$ cat src/rtl/writeback_stage.sv
// Memory/writeback boundary: accepts one retiring instruction per cycle, waits for
// load responses, formats load data and drives the single register file write port.
module writeback_stage #(
   parameter int XLEN = 32
) (
   input  logic            clk,
   input  logic            rst,
   input  logic            mem_valid,
   output logic            mem_ready,
   input  logic            mem_reg_wr,
   input  logic [4:0]      mem_rd,
   input  logic [XLEN-1:0] mem_result,
   input  logic            mem_is_load,
   input  logic [2:0]      mem_load_type,
   input  logic [1:0]      mem_addr_lo,
   input  logic            lsu_rvalid,
   input  logic [XLEN-1:0] lsu_rdata,
   output logic            reg_wrMW,
   output logic [4:0]      waddr_MW,
   output logic [XLEN-1:0] wdata,
   output logic            stall_load,
   output logic            unexp_rsp
);

   // Handshake: an instruction moves from the memory stage when mem_valid && mem_ready
   // on a rising edge; mem_ready is low for the whole time a load response is pending.
   typedef enum logic {IDLE = 1'b0, WAIT = 1'b1} state_t;

   state_t      state;
   logic [4:0]  ld_rd;
   logic        ld_reg_wr;
   logic [2:0]  ld_type;
   logic [1:0]  ld_addr_lo;
   logic [XLEN-1:0] load_data;
   logic [7:0]  byte_sel;
   logic [15:0] half_sel;

   assign mem_ready  = (state == IDLE);
   assign stall_load = (state == WAIT);

   // Pick the addressed byte/half out of the aligned word, then extend by funct3.
   always_comb begin
      byte_sel  = lsu_rdata[8*ld_addr_lo +: 8];
      half_sel  = lsu_rdata[16*ld_addr_lo[1] +: 16];
      load_data = lsu_rdata;
      case (ld_type)
         3'b000:  load_data = {{24{byte_sel[7]}}, byte_sel};
         3'b001:  load_data = {{16{half_sel[15]}}, half_sel};
         3'b100:  load_data = {24'd0, byte_sel};
         3'b101:  load_data = {16'd0, half_sel};
         default: load_data = lsu_rdata;
      endcase
   end

   always_ff @(posedge clk) begin
      if (rst) begin
         state      <= IDLE;
         reg_wrMW   <= 1'b0;
         waddr_MW   <= 5'd0;
         wdata      <= '0;
         unexp_rsp  <= 1'b0;
         ld_rd      <= 5'd0;
         ld_reg_wr  <= 1'b0;
         ld_type    <= 3'd0;
         ld_addr_lo <= 2'd0;
      end else begin
         reg_wrMW  <= 1'b0;
         unexp_rsp <= 1'b0;
         case (state)
            IDLE: begin
               // A response with nothing outstanding is dropped and flagged.
               unexp_rsp <= lsu_rvalid;
               if (mem_valid) begin
                  if (mem_is_load) begin
                     ld_rd      <= mem_rd;
                     ld_reg_wr  <= mem_reg_wr;
                     ld_type    <= mem_load_type;
                     ld_addr_lo <= mem_addr_lo;
                     state      <= WAIT;
                  end else if (mem_reg_wr && (mem_rd != 5'd0)) begin
                     reg_wrMW <= 1'b1;
                     waddr_MW <= mem_rd;
                     wdata    <= mem_result;
                  end
               end
            end
            WAIT: begin
               if (lsu_rvalid) begin
                  if (ld_reg_wr && (ld_rd != 5'd0)) begin
                     reg_wrMW <= 1'b1;
                     waddr_MW <= ld_rd;
                     wdata    <= load_data;
                  end
                  state <= IDLE;
               end
            end
            default: state <= IDLE;
         endcase
      end
   end

endmodule
$ cat config.mk
export PLATFORM = sky130hd
export DESIGN_NAME = writeback_stage
export DESIGN_NICKNAME = d
export VERILOG_FILES = /design/src/rtl/writeback_stage.sv
export SDC_FILE = /design/constraint.sdc
export NUM_CORES = 1
export LEC_CHECK = 0
export CAP_MARGIN = 40
export CORE_MARGIN = 1.5
export CORE_UTILIZATION = 33
export DETAILED_ROUTE_END_ITERATION = 6
export PLACE_DENSITY_LB_ADDON = 0.15
export RECOVER_POWER = 50
export REMOVE_ABC_BUFFERS = 1
export SETUP_SLACK_MARGIN = 0.5
export SLEW_MARGIN = 20
export SYNTH_ARGS = -nofsm -noshare
export SYNTH_HDL_FRONTEND = slang
export SYNTH_SLANG_ARGS = --single-unit
$ cat constraint.sdc
create_clock -name clk -period 4.4 [get_ports clk]
set_clock_uncertainty 0.1 [all_clocks]
set_input_delay 0.44 -clock clk [delete_from_list [all_inputs] [get_ports clk]]
set_output_delay 0.44 -clock clk [all_outputs]
set_load 0.05 [all_outputs]
* Word level (Yosys, flattened, before mapping)
Index checks and enable logic that the tools add are counted.
** Word-level totals
- Register bits :: 51
- Bits in latches :: 0
- Bits in writable memories :: 0
- Bits in read-only memories :: 0
- Output and inout port bits :: 41
- Memories :: 0
** Cells by class
- Add/sub/neg operators :: 0
- Multipliers :: 0
- Div/mod/pow operators :: 0
- Order comparisons :: 0
- Equality and inequality tests :: 8
- Shift operators :: 2
- Mux-type cells :: 23
- Bitwise logic cells :: 1
- Reduce and logical (&&, ||, !) cells :: 8
** Operators by type and width (count)
- $mux 32 :: 5
- $pmux 32 s4 :: 1
- $pmux 32 s2 :: 1
- $shiftx 32x6->16 :: 1
- $shiftx 32x6->8 :: 1
- $mux 5 :: 5
- $pmux 5 s2 :: 1
- $reduce_bool 5->1 :: 2
- $mux 1 :: 8
- $eq 3x3->1 const B :: 2
- $ne 2x2->1 const B :: 3
- $reduce_and 5->1 :: 1
- $ne 2x1->1 const B :: 2
- $pmux 1 s2 :: 2
- $eq 3x1->1 const B :: 1
- $logic_not 3->1 :: 1
- $reduce_and 3->1 :: 1
- $logic_and 1x1->1 :: 2
- $reduce_or 2->1 :: 1
- $not 1->1 :: 1

* Logic depth before layout (Yosys ltp)
- Depth in word-level cells :: 6
- Mapped depth :: 7

* Worst setup path before layout
No wires, ideal clock.
- Path type :: flip-flop to flip-flop
- Start point :: register state, in the netlist stall_load
- End point :: register wdata[13]
- Setup time :: 132 ps
- Arrival time :: 1915 ps
- Required time :: 4168 ps
- Path slack :: 2253 ps
- Stages on the path, launching flop included :: 6
- Path buffers :: 2
- Clock period less this slack :: 2147 ps
- Path through :: dfxtp_1 > buf_2 > clkinv_1 > clkbuf_1 > a211oi_1 > nor3_1
** On the way
- Word-level cells in the longest chain between the ends :: 3
- Elaborated cells between the ends (all ways) :: 8
- Those cells by class :: eq/ne: 5; mux: 1; bitwise: 1; reduce/logical: 1
** Ends and longest elaborated chain
- start, declared :: RTL line 29 : state_t state;
- start signal, assigned :: RTL line 57 : state <= IDLE;
- start signal, assigned :: RTL line 79 : state <= WAIT;
- start signal, assigned :: RTL line 94 : state <= IDLE;
- $not 1->1 (no source line) *
- net mem_ready :: RTL line 9 : output logic mem_ready,
- $ne 2x1->1 (no source line) or $ne 2x2->1 (tied branches)
- $reduce_and 5->1 (no source line)
- end signal, assigned :: RTL line 83 : wdata <= mem_result;
- end signal, assigned :: RTL line 92 : wdata <= load_data;
- end, declared :: RTL line 20 : output logic [XLEN-1:0] wdata,
Mark *: on every way through the listed nets, which the timed path passes. The rest lies on a longest branch.
A chain may end at the register's enable or synchronous reset.

* Final worst setup path
- Start point :: register state, in the netlist stall_load
- End point :: output mem_ready
** On the way
- Word-level cells in the longest chain between the ends :: 1
** Ends and longest elaborated chain (RTL line)
- $not 1->1 (no source line)
- end, declared :: 9
No other way between the ends.

==> flow_metrics.py <==
metrics = {
    "run_status": {
        "status": "finished with violations",
        "violations": "capacitance limit, slew limit",
    },
    "cells_and_area": {
        "layout.nets": 517,
        "synthToLayoutAreaGrowth_pct": 47.8,
        "antennaDiodeCount": 0,
        "fin_util_pct": 50.9,
        "fillers": 817,
        "seq_area_um2": 1020,
        "drive_above_1_share_pct": 7.53,
        "multi_input_area_um2": 1670,
        "layout.cells.non_filler": 543,
    },
    "grt": {
        "grt_max_degree": 41,
        "gr-total-overflow": 0,
        "gr-max-usage-layer": "met2",
        "grt_pass1_wl_um": 14000,
        "use_met2_pct": 33.3,
        "antenna_found_initial": 0,
        "met3_usage_pct": 4.27,
        "grt_pass1_vias": 2878,
        "met1_usage_pct": 25.0,
        "grt_use_total_pct": 19.7,
    },
    "clocking": {
        "clk_pin_slew_worst_paths_ns": 0.09,
        "cts_root_buf": "clkbuf_8",
        "cts.path.max_buffers": 2,
        "cts_tree": "done",
        "clock_latency_ns": 0.31,
        "htreeDepth": 2,
        "ctsResizeCount": 0,
        "numCtsBuffers": 5,
        "cts_setup_buffers": 0,
        "clock_sinks": 51,
        "cts_hold_repair.buffers": 0,
    },
    "critical_path": {
        "critPathArrivalTime_ns": 2.69,
        "cp-end-kind": "output port",
        "worstPathMaxFanout": 26,
        "worstPathRequired_ns": 3.86,
        "start_kind": "flop",
        "setup.worst_path.class": "flop to output port",
    },
    "placement": {
        "dp_hpwl_um": 6150,
        "gp_congestion": 0.733,
        "portBuffers": 120,
        "placed_cells": 535,
    },
    "worst_hold_path": {
        "hold_class": "flop to flop",
    },
    "drt": {
        "drtAntennaViolNets": 0,
        "wl_per_cell_um": 16.3,
        "first_iter_violations": 125,
        "postRouteWirelength_um": 8870,
        "drt-vias-per-instance": 5.44,
        "drcViolationCount": 0,
        "num_vias": 2954,
        "drt_first_pass_iters": 4,
    },
    "timing": {
        "fmax_mhz": 310,
        "min_period_ns": 3.23,
        "period_share_pct": 73.4,
        "fin_hold_ws_ns": 0.369,
        "setup_viol_count_final": 0,
        "rsz0062_at_grt": "false",
        "relSlewSlack_pct": -13.7,
        "slew_violations": 16,
        "timing.setup.tns_ns": 0,
        "finalHoldViolCount": 0,
        "tightest_slew_ns": 1.69,
    },
    "logic_synthesis": {
        "syn_area_um2": 2870,
        "synth_area_per_cell_um2": 8.52,
        "syn_inst": 337,
        "yosysTopAreaCell": "dfxtp_1",
        "yosys.cell_count.top_type": "nor2_1",
        "synth-edff-count": 0,
        "async_flop_share_pct": 0,
        "synth.distinct_cells": 39,
        "netlist.area_leader.share_pct": 35.6,
        "yosys_warnings": 0,
        "synthTopCellsByCount": "nor2_1, dfxtp_1, a21oi_1",
        "synth_area_leaders": "dfxtp_1, mux2i_1, nor2_1, a21oi_1, o41ai_2",
        "synthFlopType": "dfxtp_1",
        "ys_seq_area_share_pct": 35.6,
        "synth-seq-cells": 51,
    },
    "floorplanning": {
        "initial_core_util_pct": 34.4,
        "rows": 33,
        "die_h_um": 96.3,
        "pin_count": 121,
        "die_x_um": 96.3,
        "core_um2": 8340,
        "die_area_um2": 9270,
    },
    "power_and_ir_drop": {
        "total_leakage_power_uw": 0.00170,
        "pwr_density_cell_nw_per_um2": 275,
        "ir_drop_v": 0.000127,
    },
    "job": {
        "cap_viol_max_count": 1,
    },
}
[routing by layer]
metal  vias up  part of all wire, %
met4         0                  1.2
met1      1393                   47
met2        88                   47
met5         -                    0
met3        13                  5.6
li1       1460                    -
[final cells by class]
cell class                      instances  share of cell area [%]
Clock buffer                            6                    1.95
Sequential cell                        51                    24.1
Tap cell                              105                    3.10
Clock inverter                          2                   0.826
Timing Repair Buffer                  128                    30.1
Multi-Input combinational cell        244                    39.4
Inverter                                7                   0.619
[where the power goes]
group | leakage, uW | switching [uW] | internal, uW
clock network | 0.0000612 | 164 | 184
registers | 0.000416 | 17.8 | 484
logic | 0.00122 | 174 | 142
total | 0.00170 | 356 | 810
[critical path, stage by stage (launching register included)]
cell and delay, ns:
dfxtp_1 0.79, buf_4 0.45, clkinv_1 0.15, buf_4 0.24
clkdlybuf4s50_1 0.73
[placed cells by master, fill, tap and decap left out, types with 2 or more instances in the layout]
cell type and instances:
clkdlybuf4s50_1 80, nor2_1 63, dfxtp_1 51, dlygate4sd3_1 39, a21oi_1 33, mux2i_1 24, a211oi_1 19, nand3b_1 18
o41ai_2 10, o221ai_1 9, nor3_1 8, a22oi_1 7, o22ai_1 7, o41ai_1 6, inv_1 6, a221oi_1 6
clkbuf_8 6, buf_4 6, nand3_1 4, nand2_1 4, nor3b_1 3, nand2b_1 3, or4_1 2, o21ai_0 2
mux2_2 2, nand4b_1 2
[path summary, 6_finish.rpt]
| kind | depth (start not counted) | endpoint | slack [ns] | startpoint |
|---|---|---|---|---|
| setup / recovery | 4 | mem_ready | 1.17 | stall_load |
| hold / removal | 2 | wdata[15] | 0.37 | wdata[15] |
| setup reg to reg | 5 | wdata[0] | 1.24 | stall_load |
| hold reg to reg | 2 | wdata[15] | 0.37 | wdata[15] |
[cells by family after synthesis]
family                 synth area share, %
AND/OR/NAND/NOR                       19.4
multiplexers                          9.94
AO/OA/AOI/OAI                         28.6
flip-flops                            35.6
buffers and inverters                 6.41
[sequential cells by signal, summed over array words and instances, names as in the netlist]
| name | count |
|---|---|
| ld_rd | 5 |
| wdata | 32 |
| ld_type | 3 |
| reg_wrMW | 1 |
| waddr_MW | 5 |
| ld_reg_wr | 1 |
| stall_load | 1 |
| ld_addr_lo | 2 |
| unexp_rsp | 1 |
[per-stage QoR]
step / cell area [um^2] / total power (uW) / setup WS (ns)
3_5_place_dp: 4130 / 836 / 1.56
3_3_place_gp: 4090 / 830 / 1.39
2_1_floorplan: 2710 / 676 / 0.727
5_1_grt: 4240 / 1220 / 0.841
6_report: 4240 / 1170 / 1.17
4_1_cts: 4250 / 1180 / 1.41
Power figures use the tool's default switching activity.
